$ cat src/rtl/match_event_logger_if.sv
// Event read-out bus between the match logger (master) and the host (slave).
// The master presents a show-ahead head timestamp and the host acknowledges it
// with evt_ready while evt_valid is high.
interface match_event_logger_if #(
  parameter int TS_W = 16
);
  logic            evt_valid;
  logic            evt_ready;
  logic [TS_W-1:0] evt_ts;

  modport master (
    output evt_valid,
    output evt_ts,
    input  evt_ready
  );

  modport slave (
    input  evt_valid,
    input  evt_ts,
    output evt_ready
  );
endinterface

$ cat src/rtl/match_event_logger.sv
// Match event logger: turns each rising edge of a sequence detector output
// into a timestamped event, buffers the timestamps in a small show-ahead FIFO
// drained over valid/ready, and keeps a saturating event count plus a sticky
// flag recording that at least one event was lost to a full FIFO.
module match_event_logger #(
  parameter int TS_W  = 16,
  parameter int DEPTH = 4,
  parameter int CNT_W = 8
) (
  input  logic                 clk,
  input  logic                 reset,
  input  logic                 match_in,
  input  logic                 clear,
  match_event_logger_if.master evt,
  output logic [CNT_W-1:0]     match_count,
  output logic                 overflow
);

  localparam int AW = $clog2(DEPTH);
  localparam logic [CNT_W-1:0] CNT_MAX = '1;

  logic [TS_W-1:0] ts;
  logic            match_d;
  logic [AW:0]     wr_ptr;
  logic [AW:0]     rd_ptr;
  logic [TS_W-1:0] mem [DEPTH];

  logic            evt_hit;
  logic            empty;
  logic            full;
  logic            push;
  logic            pop;
  logic            drop;

  // Decode edge detection, FIFO status and push/pop/drop for this cycle.
  // NOTE: every signal gets a default first so no path leaves it unassigned (no latch).
  always_comb begin
    evt_hit = 1'b0;
    empty   = 1'b0;
    full    = 1'b0;
    push    = 1'b0;
    pop     = 1'b0;
    drop    = 1'b0;

    evt_hit = match_in & ~match_d;
    empty   = (wr_ptr == rd_ptr);
    // Same slot index but different wrap bit means the writer lapped the reader.
    full    = (wr_ptr[AW] != rd_ptr[AW]) && (wr_ptr[AW-1:0] == rd_ptr[AW-1:0]);
    pop     = ~empty & evt.evt_ready;
    // A pop in the same cycle frees the slot, so a full FIFO still accepts the event.
    push    = evt_hit & (~full | pop);
    drop    = evt_hit & full & ~pop;
  end

  // Free-running timestamp, edge-detect register and FIFO pointers.
  // NOTE: sequential state uses non-blocking assignments so all registers update together.
  always_ff @(posedge clk) begin
    if (reset) begin
      ts      <= '0;
      match_d <= 1'b0;
      wr_ptr  <= '0;
      rd_ptr  <= '0;
    end else begin
      ts      <= ts + 1'b1;
      match_d <= match_in;
      if (push) wr_ptr <= wr_ptr + 1'b1;
      if (pop)  rd_ptr <= rd_ptr + 1'b1;
    end
  end

  // FIFO storage write: the tail receives the timestamp of the sampling edge.
  // NOTE: storage is deliberately not reset; the pointers alone define which entries are live.
  always_ff @(posedge clk) begin
    if (push && !reset) mem[wr_ptr[AW-1:0]] <= ts;
  end

  // Saturating event counter and sticky overflow; clear acts first, then the event.
  always_ff @(posedge clk) begin
    if (reset) begin
      match_count <= '0;
      overflow    <= 1'b0;
    end else if (clear) begin
      match_count <= evt_hit ? CNT_W'(1) : '0;
      overflow    <= drop;
    end else begin
      if (evt_hit && match_count != CNT_MAX) match_count <= match_count + 1'b1;
      if (drop) overflow <= 1'b1;
    end
  end

  // Show-ahead head entry; forced to zero while empty so the bus is defined.
  assign evt.evt_valid = ~empty;
  assign evt.evt_ts    = empty ? '0 : mem[rd_ptr[AW-1:0]];

endmodule

$ cat src/flat_wrapper.sv
// flat-port wrapper written by rule: the top's interface ports become plain ports
module match_event_logger_flat 
#(
  parameter int TS_W  = 16,
  parameter int DEPTH = 4,
  parameter int CNT_W = 8
)
  (clk, reset, match_in, clear, match_count, overflow, evt_evt_valid, evt_evt_ts, evt_evt_ready);
  match_event_logger_if #(.TS_W(TS_W)) evt_i ();
  input  logic clk;
  input  logic reset;
  input  logic match_in;
  input  logic clear;
  output logic [CNT_W-1:0] match_count;
  output logic overflow;
  output wire logic [$bits(evt_i.evt_valid)-1:0] evt_evt_valid;
  output wire logic [$bits(evt_i.evt_ts)-1:0] evt_evt_ts;
  input wire logic [$bits(evt_i.evt_ready)-1:0] evt_evt_ready;
  assign evt_evt_valid = evt_i.evt_valid;
  assign evt_evt_ts = evt_i.evt_ts;
  assign evt_i.evt_ready = evt_evt_ready;
  match_event_logger #(.TS_W(TS_W), .DEPTH(DEPTH), .CNT_W(CNT_W)) u_core (.clk(clk), .reset(reset), .match_in(match_in), .clear(clear), .evt(evt_i), .match_count(match_count), .overflow(overflow));
endmodule
$ cat config.mk
export PLATFORM = sky130hd
export DESIGN_NAME = match_event_logger_flat
export DESIGN_NICKNAME = d
export VERILOG_FILES = /design/src/rtl/match_event_logger_if.sv /design/src/rtl/match_event_logger.sv /design/src/flat_wrapper.sv
export SDC_FILE = /design/constraint.sdc
export NUM_CORES = 1
export LEC_CHECK = 0
export CORE_MARGIN = 5
export CORE_UTILIZATION = 55
export CTS_BUF_LIST = sky130_fd_sc_hd__clkbuf_8
export CTS_CLUSTER_SIZE = 20
export DETAILED_ROUTE_END_ITERATION = 10
export GPL_TIMING_DRIVEN = 0
export PLACE_DENSITY_LB_ADDON = 0.15
export SLEW_MARGIN = 20
export SYNTH_ARGS = -nofsm -noshare
export SYNTH_HDL_FRONTEND = slang
export SYNTH_SLANG_ARGS = --single-unit
export TNS_END_PERCENT = 30
$ cat constraint.sdc
create_clock -name clk -period 5.5 [get_ports clk]
set_clock_uncertainty 0.15 [all_clocks]
set_input_delay 1.1 -clock clk [delete_from_list [all_inputs] [get_ports clk]]
set_output_delay 1.1 -clock clk [all_outputs]
set_load 0.1 [all_outputs]
# After elaboration in Yosys (flattened, before gate mapping)
# Memory sizes are Yosys's and may differ from the RTL's. A register that Yosys moved wholly into a read port is not among the register bits.
# Index checks and enable logic that the tools add are counted.
[word_totals]
regBits = 32
ramBits = 64
in_bits = 5
out_inout_bits = 26
word_cells = 41
memories = 1
[op_classes]
add_sub_neg = 4
eq_ne = 4
mux = 10
bitwise_logic = 10
reduce_logical = 6
[memory_table]
columns = ["name", "depth", "width", "read_ports", "rd_ports_with_merged_regs", "wr", "line_no", "source"]
rows = [
  ["u_core.mem", 4, 16, 1, 1, 1, "match_event_logger.sv:26", "logic [TS_W-1:0] mem [DEPTH];"],
]
[op_table]
columns = ["op", "n"]
rows = [
  ["16-bit by 1-bit adder with 16-bit output, second input constant", 1],
  ["16-bit 2-to-1 mux", 1],
  ["8-bit 2-to-1 mux", 2],
  ["8-bit by 1-bit adder with 8-bit output, second input constant", 1],
  ["8-bit inequality test, second input constant", 1],
  ["3-bit by 1-bit adder with 3-bit output, second input constant", 2],
  ["1-bit bitwise AND", 5],
  ["1-bit 2-to-1 mux", 5],
  ["2-bit 2-to-1 mux", 2],
  ["1-bit inverter", 4],
  ["2-bit nonzero test", 2],
  ["3-bit equality test", 1],
  ["1-bit logical AND", 3],
  ["2-bit equality test", 1],
  ["1-bit logical NOT", 1],
  ["1-bit inequality test", 1],
  ["1-bit bitwise OR", 1],
]

# Logic depth before layout (Yosys ltp)
[depth]
ltp_word = 8
ltp_mapped = 5
mapped_depth_nobuf = 5

# Worst setup path after synthesis
# Ideal clock, no wire load.
[synth_timing]
path_kind = "reg2out"
from = "reg u_core.wr_ptr[1]"
to = "out evt_evt_ts[10]"
arrival_time_ns = 2.391
required_ns = 4.250
setup_slack_ns = 1.859
stages_incl_launch_ff = 5
n_path_buf = 1
path_cell_list = "dfxtp_1 > xor2_2 > nor3_4 > clkbuf_1 > nor2b_1"
[synth_between]
elab_chain_cells = 2
[synth_lines]
columns = ["item", "line_no", "source"]
rows = [
  ["start: declaration", "match_event_logger.sv:24", "logic [AW:0] wr_ptr;"],
  ["start signal: assignment", "match_event_logger.sv:66", "if (push) wr_ptr <= wr_ptr + 1'b1;"],
  ["3-bit equality test", "match_event_logger.sv:46", "empty = (wr_ptr == rd_ptr);"],
  ["16-bit 2-to-1 mux", "match_event_logger.sv:93", "assign evt.evt_ts = empty ? '0 : mem[rd_ptr[AW-1:0]];"],
  ["end: declaration", "flat_wrapper.sv:17", "output wire logic [$bits(evt_i.evt_ts)-1:0] evt_evt_ts;"],
]
# No other way between the ends.

# Worst setup path after layout
[layout_timing]
from = "reg u_core.wr_ptr[1]"
to = "out evt_evt_ts[14]"
# Same word-level chain as after synthesis.

==> results by group <==
Logic synthesis
  • Cell area after synthesis: 3989 um^2
  • Post-Syn Instances: 273
  • Synth warn: 0
  • Async set-or-reset flop fraction in the synthesized netlist: 0%
  • Syn_area_per_cell: 14.61 um^2
  • Post-synthesis sequential area ratio: 65.24%
  • Synthesized net count: 285
  • Synth Flop Type: edfxtp_1
  • EDFF count, synth: 64
  • Netlist cell types: 38
  • Synthesized flop and latch total: 98

STA
  • Slew Viols, Final: 0
  • F_max: 0.2407 GHz
  • RSZ-0062 raised after global routing: no
  • Final setup violation count: 0
  • Tightest Pin Transition: 0.9751 ns
  • Setup TNS: 0 ns
  • Rel. slew slack: 34.79%
  • Final period utilization: 75.53%
  • Final hold vios: 0
  • Min Tclk post-route: 4.154 ns

Worst setup path
  • Setup crit end kind: primary output
  • CP startpoint kind: register
  • Path type of the worst setup path: reg -> out
  • Critical path required time: 4.25 ns
  • CP arrival: 2.90 ns
  • Crit path max fanout: 10

Final layout
  • Final instance area: 4609 um^2
  • Final nets: 328
  • Ant. Diodes: 0
  • Synth-to-layout area growth: 15.56%
  • Share of cells above drive strength 1: 13.71%
  • Commonest non-fill, non-tap cell in the layout: edfxtp_1
  • Most frequent cells in the layout: edfxtp_1 (64), dfxtp_1 (34), clkdlybuf4s50_1 (30)
  • Final Core Density: 64.24%

Die
  • Die X-Extent: 95.16 um
  • Starting density of the core: 55.59%
  • Die height: 95.16 um
  • Core Box Area: 7176 um^2
  • DIE AREA: 9055 um^2
  • Row count: 31
  • I/O pin cnt: 31

Placement
  • Post-DP HPWL: 4503 um
  • Placed cell areas: 4433 um^2
  • PortBufs: 30
  • GP Congestion: 0.8003

Global routing
  • First-pass GRT wire length: 11040 um
  • Total GRT Usage: 16.30%
  • GRT overflow: 0
  • Pin count of the biggest net entering global routing: 18
  • Vias in the first global route: 2255
  • Antenna violations before repair: 0

Clocking
  • Root buffer cell: clkbuf_8
  • CTS sink cnt: 98
  • TritonCTS clock tree: yes
  • CTS HTree Levels: 3
  • Post-cts sizing count: 0
  • Total CTS buffers: 9
  • Cts hold-fix bufs: 0
  • CTS max path bufs: 2
  • Post-CTS setup buffers: 0
  • Clock transition at path regs: 0.09 ns
  • Clk_lat worst skew: 0.35 ns

Drt
  • Final WL: 6607 um
  • DRT antenna net count: 0
  • DRT iter0 DRCs: 118
  • Vias post-DR: 2242
  • Routed vias/inst: 5.338
  • Avg WL per Cell: 15.73 um
  • # DRC: 0
  • First-pass detailed-route iteration total: 4

Power
  • Power density over cell area: 386.9 nW/um^2
  • Peak supply drop: 0.1649 mV
  • Pleak: 1.514 nW
  • Total power: 1.783 mW

Hold path
  • Hold WC Path Type: reg -> reg

Flow run
  • Max_cap viols: 0

Outcome
  • Outcome: finished clean
[synthesized netlist by cell type (2+ instances only)]
library cell	count	share of area, %
o211ai_1	4	0.75
nand2_1	7	0.66
buf_2	2	0.25
nand3_1	7	0.88
mux2i_1	3	0.75
nor2_1	25	2.4
xor2_1	7	1.5
edfxtp_1	64	48
and2_1	3	0.47
dfxtp_1	34	17
nor2b_1	20	3.1
and3_1	3	0.47
o21ai_0	5	0.63
nor4_1	5	0.78
or3_1	4	0.63
xnor2_1	11	2.4
nand4_1	4	0.63
nor3_1	6	0.75
mux4_2	16	9.0
ha_1	7	2.2
xor2_2	2	0.82
clkbuf_1	4	0.38
or4_1	2	0.38
inv_1	7	0.66
a21oi_1	6	0.75
buf_1	3	0.28
[per-layer routing]
layer	up-vias	global-route usage (%)	share of wire [%]
met5	-	0	0
met4	0	6.130	0.92
met3	4	3.552	3.2
met2	43	26.47	49
met1	1096	21.53	47
li1	1099	-	-
[cell type report]
class,instances,area (um^2)
plain buffers,10,43.79
clock buffers,9,123.9
clock inverters,7,52.55
fillers,544,2566
inverters,7,26.28
multi-input cells,158,1321
flip-flops and latches,98,2603
well taps,99,123.9
repair buffers,32,315.3
[flip-flops by register name, indices dropped and copies added (netlist names), named ones only]
register and count:
u_core.ts 16, u_core.match_d 1, u_core.mem 64, u_core.wr_ptr 3, u_core.match_count 8, u_core.rd_ptr 3
u_core.overflow 1
[through the flow]
stage                     setup slack [ns]  hold slack, ns  instances
after floorplan                      1.859          0.3033        273
after global placement              0.9256          0.3357        402
after detailed placement             1.674          0.3532        404
after CTS                            1.263          0.3692        420
after global routing                 1.074          0.4038        420
final                                1.346          0.3653        420
[final timing paths]
kind | start | to | slack (ns) | cells after the start
min | u_core.match_count[5]$_SDFFE_PP0P_ | u_core.match_count[5]$_SDFFE_PP0P_ | 0.37 | 2
max reg2reg | u_core.wr_ptr[1]$_SDFFE_PP0P_ | u_core.mem[0][15]$_DFFE_PP_ | 3.06 | 4
max | u_core.wr_ptr[1]$_SDFFE_PP0P_ | evt_evt_ts[14] | 1.35 | 5
min reg2reg | u_core.match_count[5]$_SDFFE_PP0P_ | u_core.match_count[5]$_SDFFE_PP0P_ | 0.37 | 2
[kinds of logic after synthesis]
| kind of cell | synth area share, % |
|---|---|
| adder cells (fa/ha/maj) | 2.196 |
| XOR/XNOR | 4.768 |
| multiplexers | 10.07 |
| buffers and inverters | 1.757 |
| AO/OA/AOI/OAI | 3.639 |
| flip-flops | 65.24 |
| AND/OR/NAND/NOR | 12.33 |
[power breakdown]
part | internal, mW | leakage, nW | switching [mW]
sequential | 0.798 | 0.868 | 0.0137
combinational | 0.153 | 0.557 | 0.406
clock | 0.168 | 0.0894 | 0.244
total | 1.12 | 1.51 | 0.664
[worst max-delay path, stage by stage (launching register included)]
cell	delay (ns)
dfxtp_1	0.46
xor2_2	0.37
nor3_4	0.14
clkbuf_1	0.26
nor2b_1	0.17
clkdlybuf4s50_1	1.15
No activity file was read; power rests on OpenSTA's default activity.
